$ cat src/rtl/lfsr_rng_arbiter.sv
// Random-word server: reseeds an external LFSR, discards warm-up bits, assembles
// WIDTH-bit words and hands each one to a single requester chosen round-robin.
module lfsr_rng_arbiter #(
    parameter int unsigned NREQ         = 4,
    parameter int unsigned WIDTH        = 16,
    parameter int unsigned WARMUP       = 200,
    parameter logic [27:0] SEED_DEFAULT = 28'h0000001
) (
    input  logic             clk,
    input  logic             reset,
    input  logic             seed_load,
    input  logic [27:0]      seed_in,
    output logic             lfsr_rst,
    output logic [27:0]      lfsr_seed,
    input  logic             lfsr_bit,
    input  logic [NREQ-1:0]  req,
    output logic [NREQ-1:0]  gnt,
    output logic [WIDTH-1:0] rnd_data,
    output logic             busy
);

    localparam int unsigned PTR_W = (NREQ > 1) ? $clog2(NREQ) : 1;
    // Shared counter: wide enough for WARMUP (<=1023) and WIDTH (<=64).
    localparam int unsigned CNT_W = 10;

    typedef enum logic [1:0] {
        ST_SEED,
        ST_WARM,
        ST_FILL,
        ST_READY
    } state_t;

    state_t             state_q, state_d;
    logic [CNT_W-1:0]   cnt_q, cnt_d;
    logic [WIDTH-1:0]   word_q, word_d;
    logic [WIDTH-1:0]   rnd_q, rnd_d;
    logic [NREQ-1:0]    gnt_q, gnt_d;
    logic [PTR_W-1:0]   ptr_q, ptr_d;
    logic [27:0]        seed_q, seed_d;
    logic               lfsr_rst_q, lfsr_rst_d;
    logic               busy_q, busy_d;

    logic               pick_found;
    logic [PTR_W-1:0]   pick_idx;
    logic [PTR_W-1:0]   cand;

    // Round-robin search starting at ptr_q (the slot after the last winner).
    always_comb begin
        pick_found = 1'b0;
        pick_idx   = '0;
        cand       = '0;
        for (int k = 0; k < int'(NREQ); k++) begin
            cand = PTR_W'((int'(ptr_q) + k) % int'(NREQ));
            if (!pick_found && req[cand]) begin
                pick_found = 1'b1;
                pick_idx   = cand;
            end
        end
    end

    // Next-state and registered-output logic.
    always_comb begin
        state_d = state_q;
        cnt_d   = cnt_q;
        word_d  = word_q;
        rnd_d   = rnd_q;
        gnt_d   = '0;
        ptr_d   = ptr_q;
        seed_d  = seed_q;

        if (seed_load) begin
            seed_d  = seed_in;
            state_d = ST_SEED;
            cnt_d   = '0;
            word_d  = '0;
        end else begin
            case (state_q)
                ST_SEED: begin
                    state_d = ST_WARM;
                    cnt_d   = '0;
                end
                ST_WARM: begin
                    if (cnt_q == CNT_W'(WARMUP - 1)) begin
                        cnt_d   = '0;
                        state_d = ST_FILL;
                    end else begin
                        cnt_d = cnt_q + CNT_W'(1);
                    end
                end
                ST_FILL: begin
                    word_d = {word_q[WIDTH-2:0], lfsr_bit};
                    if (cnt_q == CNT_W'(WIDTH - 1)) begin
                        cnt_d   = '0;
                        state_d = ST_READY;
                    end else begin
                        cnt_d = cnt_q + CNT_W'(1);
                    end
                end
                ST_READY: begin
                    if (pick_found) begin
                        gnt_d   = NREQ'(1) << pick_idx;
                        rnd_d   = word_q;
                        ptr_d   = (pick_idx == PTR_W'(NREQ - 1)) ? '0 : pick_idx + PTR_W'(1);
                        state_d = ST_FILL;
                        cnt_d   = '0;
                    end
                end
                default: state_d = ST_SEED;
            endcase
        end

        lfsr_rst_d = (state_d == ST_SEED);
        busy_d     = (state_d != ST_READY);
    end

    always_ff @(posedge clk) begin
        if (reset) begin
            state_q    <= ST_SEED;
            cnt_q      <= '0;
            word_q     <= '0;
            rnd_q      <= '0;
            gnt_q      <= '0;
            ptr_q      <= '0;
            seed_q     <= SEED_DEFAULT;
            lfsr_rst_q <= 1'b1;
            busy_q     <= 1'b1;
        end else begin
            state_q    <= state_d;
            cnt_q      <= cnt_d;
            word_q     <= word_d;
            rnd_q      <= rnd_d;
            gnt_q      <= gnt_d;
            ptr_q      <= ptr_d;
            seed_q     <= seed_d;
            lfsr_rst_q <= lfsr_rst_d;
            busy_q     <= busy_d;
        end
    end

    assign lfsr_rst  = lfsr_rst_q;
    assign lfsr_seed = seed_q;
    assign gnt       = gnt_q;
    assign rnd_data  = rnd_q;
    assign busy      = busy_q;

endmodule

$ cat config.mk
export PLATFORM = sky130hd
export DESIGN_NAME = lfsr_rng_arbiter
export DESIGN_NICKNAME = d
export VERILOG_FILES = /design/src/rtl/lfsr_rng_arbiter.sv
export SDC_FILE = /design/constraint.sdc
export NUM_CORES = 1
export LEC_CHECK = 0
export CAP_MARGIN = 20
export CELL_PAD_IN_SITES_DETAIL_PLACEMENT = 1
export CELL_PAD_IN_SITES_GLOBAL_PLACEMENT = 2
export CORE_UTILIZATION = 28
export CTS_CLUSTER_DIAMETER = 120
export DETAILED_ROUTE_END_ITERATION = 8
export PLACE_DENSITY_LB_ADDON = 0.1
export SLEW_MARGIN = 20
export SYNTH_ARGS = -nofsm -noshare
export SYNTH_HDL_FRONTEND = slang
export SYNTH_SLANG_ARGS = --single-unit
export TNS_END_PERCENT = 1
$ cat constraint.sdc
create_clock -name clk -period 2.6 [get_ports clk]
set_input_delay 0.52 -clock clk [delete_from_list [all_inputs] [get_ports clk]]
set_output_delay 0.52 -clock clk [all_outputs]
set_load 0.05 [all_outputs]
Word-level counts from Yosys, hierarchy flattened
Cells that the tools add are included.
Operators by class
  muxes and demuxes: 26
  add/subtract/negate cells: 5
  bitwise operators: 3
  $lt $le $gt $ge: 4
  reduce and logical (&&, ||, !) cells: 11
  shift-type cells: 1
  eq/ne operators: 8
Operators with widths (count)
  case mux 10 bit (4 select lines): 1
  two-way mux 10 bit: 3
  two-way mux 2 bit: 9
  less-than comparator 2 x 3 -> 1 bit (second input constant): 4
  adder 10 x 1 -> 10 bit (second input constant): 1
  equality test 10 x 4 -> 1 bit (second input constant): 1
  equality test 10 x 8 -> 1 bit (second input constant): 1
  binary-select mux 1 bit (select 2 bit): 4
  two-way mux 1 bit: 8
  case mux 2 bit (4 select lines): 1
  equality test 2 bit (second input constant): 3
  adder 2 x 1 -> 2 bit (second input constant): 2
  adder 2 bit (second input constant): 2
  logical NOT 2 bit: 2
  inequality test 2 bit (second input constant): 2
  OR reduction 4 bit: 1
  << shifter 1 x 2 -> 4 bit (first input constant): 1
  logical AND 1 bit: 3
  logical NOT 1 bit: 3
  inverter 1 bit: 3
  AND reduction 3 bit: 1
  equality test 2 x 1 -> 1 bit (second input constant): 1
  OR reduction 2 bit: 1
Word-level totals
  bits of input ports: 36
  word-level logic and storage cells: 67
  register bits: 80

Depth between registers and ports, before layout
Gate-level depths: netlist (run 1).
  depth after elaboration: 16
  mapped depth: 7
  gate-level depth less buffers: 6

Worst setup path after synthesis (run 1)
Ideal clock, no wire load.
  path type: reg-to-reg
  start: reg cnt_q[5]
  end: reg cnt_q[2]
  arrival: 1.802 ns
  period minus slack after synthesis: 1.919 ns
  setup slack: 0.681 ns
  cell stages (with the launch flop): 7
  cell sequence: dfxtp_1 > buf_6 > or4_4 > o41ai_4 > a21boi_2 > a21o_1 > a32o_1
On the way
  longest elaborated chain between the ends: 3
  elaborated cells on any way between the ends: 5
  classes of those cells: 2 x eq/ne; 3 x mux
Ends and longest elaborated chain
  start: declaration: RTL line 34  | logic [CNT_W-1:0] cnt_q, cnt_d;
  start signal: assignment: RTL line 129  | cnt_q <= cnt_d;
  equality test 10 x 4 -> 1 bit or equality test 10 x 8 -> 1 bit (tied branches): RTL line 92, 83
  two-way mux 10 bit (on tied branches): RTL line 92, 83
  case mux 10 bit (4 select lines) *: RTL line 77  | case (state_q)
Mark *: on every way between the ends. The rest lies on a longest branch, timed or not.
A chain may end at the register's enable or synchronous reset.

Final worst setup path (run 1)
  start: reg cnt_q[0]
  end: reg cnt_q[6]
On the way
  longest elaborated chain between the ends: 3
  elaborated cells on any way between the ends: 6
  classes of those cells: 1 x add/sub; 2 x eq/ne; 3 x mux
Ends and longest elaborated chain (RTL line)
  adder 10 x 1 -> 10 bit, or another cell as far along: 87, 96
  two-way mux 10 bit (on tied branches): 92, 83
  case mux 10 bit (4 select lines) *: 77
Marked as above.

==> results of run 1 <==
-- registers in the layout (all words and copies together), names as in the netlist --
| register | count |
|---|---|
| busy | 1 |
| cnt_q | 10 |
| gnt | 4 |
| lfsr_rst | 1 |
| lfsr_seed | 28 |
| ptr_q | 2 |
| rnd_data | 16 |
| state_q | 2 |
| word_q | 16 |
-- stage by stage --
step / setup WS [ps] / util
global route: 165 / 0.404
global placement: 248 / 0.382
CTS: 332 / 0.404
finish: 311 / 0.404
floorplan: 681 / -
detailed placement: 189 / 0.382
-- kinds of logic after synthesis --
group                    count (synthesis)  share of synthesized area
AND/OR/NAND/NOR                        148                      0.207
flip-flops                              80                      0.496
AO/OA/AOI/OAI                           50                      0.105
multiplexers                            43                      0.133
buffers and inverters                   26                     0.0349
adder cells (fa/ha/maj)                  6                     0.0233
-- worst max path at each step --
stage | startpoint | endpoint | slack (ps)
CTS | cnt_q[0] | cnt_q[6] | 330
global placement | req[2] | cnt_q[5] | 250
detailed placement | req[2] | cnt_q[5] | 190
finish | cnt_q[0] | cnt_q[6] | 310
floorplan | cnt_q[5] | cnt_q[2] | 680
global route | cnt_q[0] | cnt_q[6] | 160
-- cell type report --
cell class	count	area, µm²
clock buffers	11	233
clock inverters	2	10.0
fillers	1302	6580
inverters	4	15.0
multi-input cells	247	1510
flip-flops and latches	80	1600
well taps	140	175
repair buffers	94	908
-- where the power goes --
| group | total [mW] | switching, mW | internal, mW |
|---|---|---|---|
| logic | 0.305 | 0.178 | 0.127 |
| registers | 1.27 | 0.0139 | 1.25 |
| clock network | 1.09 | 0.459 | 0.627 |
-- layout by cell type, fill, tap and decap left out, drive strengths merged, types with 2 or more instances in the layout --
cell	Yosys	routed
nor4	4	4
o21ai	8	8
nor4b	2	2
inv	4	4
clkbuf	11	11
clkinv	0	2
a211oi	2	2
a31oi	3	3
a21boi	2	2
nand2	48	48
nor2b	5	5
a21oi	22	22
or4	2	2
nand3	13	13
buf	11	11
or3b	2	2
a41oi	2	2
nor2	59	59
o41ai	2	2
ha	6	6
clkdlybuf4s50	0	83
nand4	3	3
and2	3	3
o211ai	2	2
dfxtp	80	80
mux2i	43	43
-- per-layer routing --
metal / vias up / part of all wire / GRT usage
met5: - / 0 / 0
met4: 0 / 0.010 / 0.0486
met3: 7 / 0.043 / 0.0498
met2: 50 / 0.48 / 0.259
met1: 1319 / 0.46 / 0.185
li1: 1371 / - / -
-- worst min-delay path, cell delays in order, from the launching register on --
cell,delay [ps]
dfxtp_1,300
nand2_1,50
a21oi_1,50
==> metrics, run 1 <==
status finished, final reports clean; synth cell count leaders dfxtp_1, nor2_1, nand2_1; Final #Nets 478; Die X 109 µm; DP Wirelength 6.21 mm; cell taking the most area after synthesis dfxtp_1; fraction of registers with async set or reset after synthesis 0; crit-path max cell delay 630 ps; MaxCap Viol Count 0; largest net degree at the start of global routing 30; Synth cell types 43; Slew headroom 0.558; DIE HEIGHT 109 µm; Post-synth EDFFs 0; Final Slew Violations 0; Hold WS 451 ps; Hold Crit Class reg -> reg; Synth Cell Area 0.00323 mm²; Layout area overhead 38.1%; vias in the first global route 2729; postcts setup bufs 0; placed cells 565; DRC Markers 0; CTS max path bufs 2; crit-path cells ha_1 -> nand3_1 -> o41ai_2 -> a21boi_2 -> or4b_2 -> a31oi_1; drt wl/cell 15.3 µm; WS Path Type reg -> reg; Reg2Reg Capture Point cnt_q[6]; hold endpoint rnd_data[2]; total number of vias 2747; Finished Layout Cells 578; critical path launch point type register; top post-synthesis cells by area dfxtp_1, mux2i_1, nor2_1; ys flop type dfxtp_1; final wirelength 8.87 mm; clock slew at reported path FFs 60 ps; post-synth top area share 0.496; CTS tree yes; Remaining Overflow, GRT 0; count leader, synth dfxtp_1; syn avg cell area 9.14 µm²; I/O pins 86; Synth Register Bits 80; skew final 3.55 ps; total CTS buffers 9; Slew @ Worst Pin 659 ps; Initial Utilization 0.293; final hold vios 0; Pwr Total 2.66 mW; clk root buf clkbuf_16; Final setup violation count 0; fmax 0.437 GHz; H-tree depth 3; worst hold start rnd_data[2]; ANT cells 0; leakage 1.60 nW; Rows 38; DR iter-0 viols 69; FF-to-FF path depth 6; first-pass GRT wire length 13.7 mm; WP depth 6; Data arrival, critical path 2550 ps; critical path peak fanout 15; fin crit share 0.880; worst vdd ir 0.358 mV; r2r setup slk 310 ps; clock sink count 80; TNS Setup 0 ps; cell depth of the worst hold path 2; Total GRT Usage 0.153; CP Capture Type register; DRT Pass-1 Iters 4; Placer Congestion 0.737; post-synthesis sequential area ratio 0.496; drt via density 4.75; Routed Antenna Nets 0; Bufs and invs on worst path 0; Synth Instances 353; Worst Path Required 2860 ps; Top delay family on crit path simple AND/OR/NAND/NOR gates; fin crit period 2290 ps; PortBufs 85; placed instance area 0.00421 mm²; pwr/cell area 597 mW/mm²; antenna violations before repair 0; hold buffer count at CTS 0; post-synth net total 395; Post-CTS Resized 0; worst skew pair latency 330 ps; Crit Reg-Reg Startpoint cnt_q[0]; final instance area 0.00446 mm²; Core Region 0.0110 mm²; RSZ-0062 raised after global routing false; CP max-delay cell or4b_2; Synth warnings 0; die area 0.0120 mm²; share of cells above drive strength 1 0.0731
Power figures use the tool's default switching activity.
==> run 2: changes to the inputs <==
Settings changed: CORE_MARGIN from default to 8, SLEW_MARGIN 20 to 10.
==> run 2 against run 1 <==
Net effect: maximum frequency is 1.2% higher; cell count is 0.87% higher; utilization down 0.56 points; via count grew 1.5%; wire length rose by 2.4%; register-to-register slack improved by 30 ps; critical path depth did not move; design area is 1.2% higher; critical path type unchanged; critical endpoint unchanged; largest cell class unchanged.
==> metrics, run 2 (synthesized netlist as in run 1, its figures left out) <==
status finished, final reports clean; worst vdd ir 0.298 mV; I/O pins 86; proportion of power drawn by flip-flops and latches 0.445; Hold WS 458 ps; Remaining Overflow, GRT 0; Bufs and invs on worst path 0; CTS tree yes; max reg flops 28; drt wl/cell 15.6 µm; DRC Markers 0; Slew @ Worst Pin 628 ps; hold endpoint rnd_data[6]; Slew headroom 0.579; drt via density 4.78; pwr/cell area 631 mW/mm²; Total GRT Usage 0.122; clock slew at reported path FFs 60 ps; die area 0.0152 mm²; CP max-delay cell or4b_2; DR iter-0 viols 77; Rows 39; RSZ-0062 raised after global routing false; vias in the first global route 2764; WS Path Type reg -> reg; crit-path max cell delay 630 ps; postcts setup bufs 0; final hold vios 0; worst skew pair latency 340 ps; Final setup violation count 0; clk root buf clkbuf_16; clock share of power 0.447; leakage 1.62 nW; DIE HEIGHT 123 µm; Routed Antenna Nets 0; hold buffer count at CTS 0; Final Slew Violations 0; TNS Setup 0 ps; fin crit period 2260 ps; Comb power frac 0.107; CTS max path bufs 2; most frequent cells in the layout clkdlybuf4s50_1, dfxtp_1, nor2_1; Data arrival, critical path 2520 ps; MaxCap Viol Count 0; critical path peak fanout 15; worst hold start rnd_data[6]; Placer Congestion 0.765; share of cells above drive strength 1 0.0773; Layout area overhead 39.7%; cell depth of the worst hold path 2; Pwr Total 2.84 mW; Crit Reg-Reg Startpoint cnt_q[0]; antenna violations before repair 0; commonest non-fill, non-tap cell in the layout clkdlybuf4s50_1; first-pass GRT wire length 14.5 mm; switch share 0.243; Core Region 0.0113 mm²; PortBufs 85; Reg2Reg Capture Point cnt_q[6]; H-tree depth 3; skew final 7.29 ps; ANT cells 0; Hold Crit Class reg -> reg; Top delay family on crit path compound AO/OA/AOI/OAI gates; net switching power 0.691 mW; fmax 0.442 GHz; clock sink count 80; total CTS buffers 9; r2r setup slk 340 ps; Initial Utilization 0.285; Final #Nets 477; Post-CTS Resized 0; fin crit share 0.870; largest net degree at the start of global routing 50; total number of vias 2789; Internal Power 2.15 mW; Die X 123 µm; CP Capture Type register; Worst Path Required 2860 ps; final wirelength 9.08 mm; critical path launch point type register; DP Wirelength 6.35 mm; FF-to-FF path depth 6; DRT Pass-1 Iters 4; final core utilization 0.398; crit-path cells ha_1 -> nand2_1 -> o41ai_4 -> a21boi_2 -> or4b_2 -> a31oi_1
[run 2: cell count changes in the layout (fill, tap and decap cells not counted)]
cell        delta
clkinv_2       -2
clkbuf_8       +1
bufinv_16      +1
clkinv_4       +1
buf_4          -1
clkinvlp_4     +2
[run 2: per-layer routing]
metal  global-route usage  vias to the layer above  routed length [µm]
met2                0.175                       72                3810
li1                     -                     1375                   -
met3               0.0320                       11                 591
met5                    0                        -                   0
met1                0.164                     1331                4500
met4               0.0632                        0                 174
[run 2: power by group through the flow]
| stage | combinational, mW | sequential, mW | clock, mW |
|---|---|---|---|
| finish | 0.305 | 1.27 | 1.27 |
| global route | 0.325 | 1.27 | 1.36 |
| CTS | 0.310 | 1.27 | 1.32 |
| detailed placement | 0.308 | 1.29 | 0 |
| global placement | 0.305 | 1.29 | 0 |
| floorplan | 0.0837 | 1.39 | 0 |
[run 2: worst register-to-register path: stages, from the launching register on]
cell	delay [ps]
dfxtp_1	340
ha_1	260
nand2_1	170
o41ai_4	90
a21boi_2	540
or4b_2	630
a31oi_1	170
[run 2: worst max path at each step]
stage,from,to,slack [ps],cells after the start
after floorplan,cnt_q[5],cnt_q[2],680,6
after global placement,req[3],cnt_q[2],190,6
after detailed placement,req[3],cnt_q[2],190,6
after CTS,cnt_q[0],cnt_q[6],310,6
after global routing,cnt_q[0],cnt_q[6],150,6
final,cnt_q[0],cnt_q[6],340,6
[run 2: area by class of cell]
class | instances | area [µm²]
fill | 1345 | 6810
sequential | 80 | 1600
multi-input combinational | 247 | 1510
timing repair buffer | 93 | 901
clock buffer | 12 | 246
tap | 143 | 179
clock inverter | 4 | 53.8
inverter | 4 | 15.0
[run 2: per-stage QoR]
stage / instances / setup WS, ps / cell area (µm²)
2_1_floorplan: 353 / 681 / 3230
3_3_place_gp: 567 / 189 / 4210
3_5_place_dp: 567 / 185 / 4210
4_1_cts: 583 / 306 / 4510
5_1_grt: 583 / 146 / 4510
6_report: 583 / 339 / 4510
==> run 3: changes to the inputs <==
Settings changed: ABC_CLOCK_PERIOD_IN_PS from default to 2600, SLEW_MARGIN 10 to 20.
==> results of run 3 <==
No change in the layout: final DEF, timing and power equal those of run 2.
